## src/rtl/mult_ctrl.sv

```systemverilog
// Sequencing controller for a shift-and-add multiplier: drives load/add/shift strobes to an external accumulator.
// Optional sticky busy-start error flag enabled by defining MULT_CTRL_BUSY_ERR_EN.
module mult_ctrl #(
    parameter int WIDTH = 4
) (
    input  logic clk,
    input  logic rst_n,
    input  logic start,
    input  logic m_lsb,
    output logic load,
    output logic sh,
    output logic ad,
    output logic busy,
    output logic done
`ifdef MULT_CTRL_BUSY_ERR_EN
    ,
    output logic err
`endif
);

    localparam int CW = $clog2(WIDTH + 1);

    typedef enum logic [2:0] {
        S_IDLE,
        S_LOAD,
        S_TEST,
        S_ADD,
        S_SHIFT,
        S_WAIT,
        S_DONE
    } state_t;

    state_t          state;
    logic [CW-1:0]   cnt;

    // NOTE: outputs are registered alongside the state, each branch setting the
    // values that decode from the state being entered, so they stay glitch-free Moore outputs.
    always_ff @(posedge clk or negedge rst_n) begin
        if (!rst_n) begin
            state <= S_IDLE;
            cnt   <= '0;
            load  <= 1'b0;
            sh    <= 1'b0;
            ad    <= 1'b0;
            busy  <= 1'b0;
            done  <= 1'b0;
        end else begin
            load <= 1'b0;
            sh   <= 1'b0;
            ad   <= 1'b0;
            done <= 1'b0;
            case (state)
                S_IDLE: begin
                    if (start) begin
                        state <= S_LOAD;
                        load  <= 1'b1;
                        busy  <= 1'b1;
                    end
                end
                S_LOAD: begin
                    state <= S_TEST;
                    cnt   <= '0;
                end
                S_TEST: begin
                    if (m_lsb) begin
                        state <= S_ADD;
                        ad    <= 1'b1;
                    end else begin
                        state <= S_SHIFT;
                        sh    <= 1'b1;
                    end
                end
                S_ADD: begin
                    state <= S_SHIFT;
                    sh    <= 1'b1;
                end
                S_SHIFT: begin
                    cnt <= cnt + CW'(1);
                    if (cnt == CW'(WIDTH - 1)) begin
                        state <= S_WAIT;
                    end else begin
                        state <= S_TEST;
                    end
                end
                S_WAIT: begin
                    // accumulator's final register needs one more cycle
                    state <= S_DONE;
                    done  <= 1'b1;
                end
                S_DONE: begin
                    state <= S_IDLE;
                    busy  <= 1'b0;
                end
                default: begin
                    state <= S_IDLE;
                    busy  <= 1'b0;
                end
            endcase
        end
    end

`ifdef MULT_CTRL_BUSY_ERR_EN
    always_ff @(posedge clk or negedge rst_n) begin
        if (!rst_n) begin
            err <= 1'b0;
        end else if (start && state != S_IDLE && state != S_DONE) begin
            err <= 1'b1;
        end
    end
`endif

endmodule

```

## config.mk

```make
export PLATFORM = sky130hd
export DESIGN_NAME = mult_ctrl
export DESIGN_NICKNAME = d
export VERILOG_FILES = /design/src/rtl/mult_ctrl.sv
export SDC_FILE = /design/constraint.sdc
export NUM_CORES = 1
export LEC_CHECK = 0
export ABC_AREA = 1
export CORE_AREA = 8 8 45 47
export CTS_CLUSTER_SIZE = 16
export DETAILED_ROUTE_END_ITERATION = 7
export DIE_AREA = 0 0 53 55
export GPL_ROUTABILITY_DRIVEN = 0
export PLACE_DENSITY = 0.67
export SLEW_MARGIN = 20
export SYNTH_ARGS = -nofsm -noshare
export SYNTH_HDL_FRONTEND = slang
export SYNTH_SLANG_ARGS = --single-unit
```

## constraint.sdc

```tcl
create_clock -name clk -period 1.1 [get_ports clk]
set_clock_uncertainty 0.15 [all_clocks]
set_input_delay 0.165 -clock clk [delete_from_list [all_inputs] [get_ports clk]]
set_output_delay 0.165 -clock clk [all_outputs]
set_load 0.01 [all_outputs]
```

==> impl_metrics.ini, run 1 <==
[critical_path]
crit_chain = ha_2, ha_4, nand3b_1, nand3_1, nand2_1, inv_1
startpoint_type = register
slowest_delay_ps = 390
crit_path_max_fanout = 2
cp_slowest_cell = dfrtp_1
required_ps = 1160
crit_arrival_ps = 1340
path_buf_inv = 1
cp_top_family = flip-flops
crit_type = reg -> reg
end_kind = register

[final_layout]
fin_util = 0.627
layout_common_cells = buf_4 (15), nand2_1 (12), inv_1 (11)
fin_nets = 102
fin_cells = 109
antenna_cells = 0
layout-drive-gt1-share = 0.527
final_common_cell = buf_4
synthToLayoutAreaGrowth_pct = 58.4

[clock_network]
clkSinkCount = 11
cts_root_buf = clkbuf_4
cts_tree = built
cts.clk_slew.worst_paths_ps = 70
htreeDepth = 1
cts_buffers = 3
clockBufferDepth = 2
clock_latency_ps = 270

[logic_synthesis]
synth_top_area_frac = 0.502
ys_types = 14
ys.warnings.count = 0
synthesis.area_um2 = 548
syn_area_per_cell_um2 = 8.56
yosys_register_bits = 11
synth_top_area_cell = dfrtp_1
synthTopCellsByArea = dfrtp_1 (50%), inv_1 (9.6%), nand2_1 (9.6%)
syn_inst = 64
syn-num-nets = 72
seq_area_frac_synth = 0.502

[global_routing]
grt_use_met1 = 0.103
grt_usage = 0.107
grt.met2_usage = 0.186
grt_pass1_vias = 547
met3_usage = 0.0321
grt_pass1_wl_um = 2220
grt_antenna_before_repair = 0
grt_max_degree = 12
grt_overflow = 0
grt_busiest_layer = met2

[power_and_ir_drop]
internal-power_uw = 1360
clockPowerShare = 0.121
p_leak_uw = 0.000484
comb_power_share = 0.574
p_sw_uw = 964
swShare = 0.415
p_per_area_nw_per_um2 = 2680
seq_power_share = 0.305
worst_ir_drop_vdd_mv = 1.51

[routing]
viasPerCell = 4.58
vias = 499
ant_nets = 0
drt_pass1_iterations = 2
routedWlPerCell_um = 12.6
first_iter_violations = 5
drcViolationCount = 0
wl_um = 1370

[outcome]
failed_checks = negative setup slack
status = finished with violations

[timing]
finalHoldViolCount = 0
fmax_mhz = 781
fin_crit_ps = 1280
rsz0062_at_grt = yes
setup_slack_ps = -181
slew_headroom = 0.878
fin_crit_sh = 1.16
tightestPinTransition_ps = 183
setup_violations = 11
maxSlewViolCount = 0

[floorplan]
fp.dieH_um = 55
initial_core_util = 0.396
io_pins = 9
die_area_um2 = 2920
chipWidth_um = 53
core_um2 = 1380
rows = 14

[place]
placed_cells = 95
portBuffers = 8
dp_hpwl_um = 873
place_ws_ps = -170

[flow_run]
drv_cap = 0

[worst_hold_path]
hold_class = in -> async
synth_stat cells:
master,instances
ha_1,4
nand3_2,1
inv_2,2
o21ai_1,1
nand4_1,1
nor2_1,3
nor2_4,1
nand2_2,2
nand3_1,8
nand2_1,14
o22ai_1,1
nand3b_1,1
inv_1,14
dfrtp_1,11
routing by layer:
metal	wire, um	vias to the layer above
li1	-	253
met1	535	234
met2	740	8
met3	66	4
met4	27	0
met5	0	-
worst register-to-register path, delay by kind of cell (launching register included):
| family | cells | cell delay [ps] |
|---|---|---|
| DFF | 1 | 390 |
| adders and majority gates | 2 | 360 |
| and+or+nand+nor | 3 | 280 |
| buffers and inverters | 1 | 50 |
cells by family after synthesis:
family | synth area share
adder cells (fa/ha/maj) | 0.0913
AO/OA/AOI/OAI | 0.0205
AND/OR/NAND/NOR | 0.276
buffers and inverters | 0.110
flip-flops | 0.502
registers in the layout, summed over array words and instances, names as in the netlist:
name / cells
ad: 1
busy: 1
load: 1
sh: 1
done: 1
cnt: 3
state: 3
what timing repair did:
item / CTS / global route
setup buffers: 5 / 5
setup endpoints to repair: 14 / 16
hold buffers: 0 / 0
pin swaps: 5 / 4
gates resized for setup: 31 / 9
metrics by stage:
step	TNS, ps	total power, uW	hold WS, ps	area (um^2)
after detailed placement	-1470	1620	314	721
final	-1200	2320	27.5	868
after global placement	-1270	1580	309	721
after global routing	-1990	2520	37.9	868
after floorplan	-446	1260	-281	568
after CTS	-954	2130	24.6	805
final timing paths:
check / cells after the start / to / start / slack, ps
max reg2reg: 6 / state[1]$_DFFE_PN0P_ / cnt[0]$_DFFE_PN0P_ / -180
max: 6 / state[1]$_DFFE_PN0P_ / cnt[0]$_DFFE_PN0P_ / -180
min in group clk: 3 / busy$_DFFE_PN0P_ / start / 330
min: 2 / cnt[2]$_DFFE_PN0P_ / rst_n / 30
max in group asynchronous: 2 / state[1]$_DFFE_PN0P_ / rst_n / 610
min reg2reg: 2 / cnt[1]$_DFFE_PN0P_ / cnt[1]$_DFFE_PN0P_ / 350
power by group through the flow:
stage / Clock (uW) / Sequential (uW) / Combinational (uW)
3_5_place_dp: 0 / 683 / 938
5_1_grt: 308 / 726 / 1490
4_1_cts: 292 / 696 / 1140
6_report: 280 / 709 / 1330
2_1_floorplan: 0 / 700 / 562
3_3_place_gp: 0 / 679 / 903
cell type report:
| cell class | count | area [um^2] |
|---|---|---|
| clock buffer | 4 | 26.3 |
| inverter | 16 | 65.1 |
| timing repair buffer | 25 | 196 |
| sequential | 11 | 279 |
| multi-input combinational | 37 | 282 |
| fill | 116 | 515 |
| tap | 16 | 20.0 |
Note: power is estimated with default switching activity, not from simulation.
==> run 2: changes to the inputs <==
--- a/config.mk
+++ b/config.mk
@@ -12,7 +12,7 @@
 export DIE_AREA = 0 0 53 55
 export GPL_ROUTABILITY_DRIVEN = 0
 export PLACE_DENSITY = 0.67
-export SLEW_MARGIN = 20
+export SLEW_MARGIN = 10
 export SYNTH_ARGS = -nofsm -noshare
 export SYNTH_HDL_FRONTEND = slang
 export SYNTH_SLANG_ARGS = --single-unit
==> results of run 2 <==
No change in the layout: final DEF, timing and power equal those of run 1.
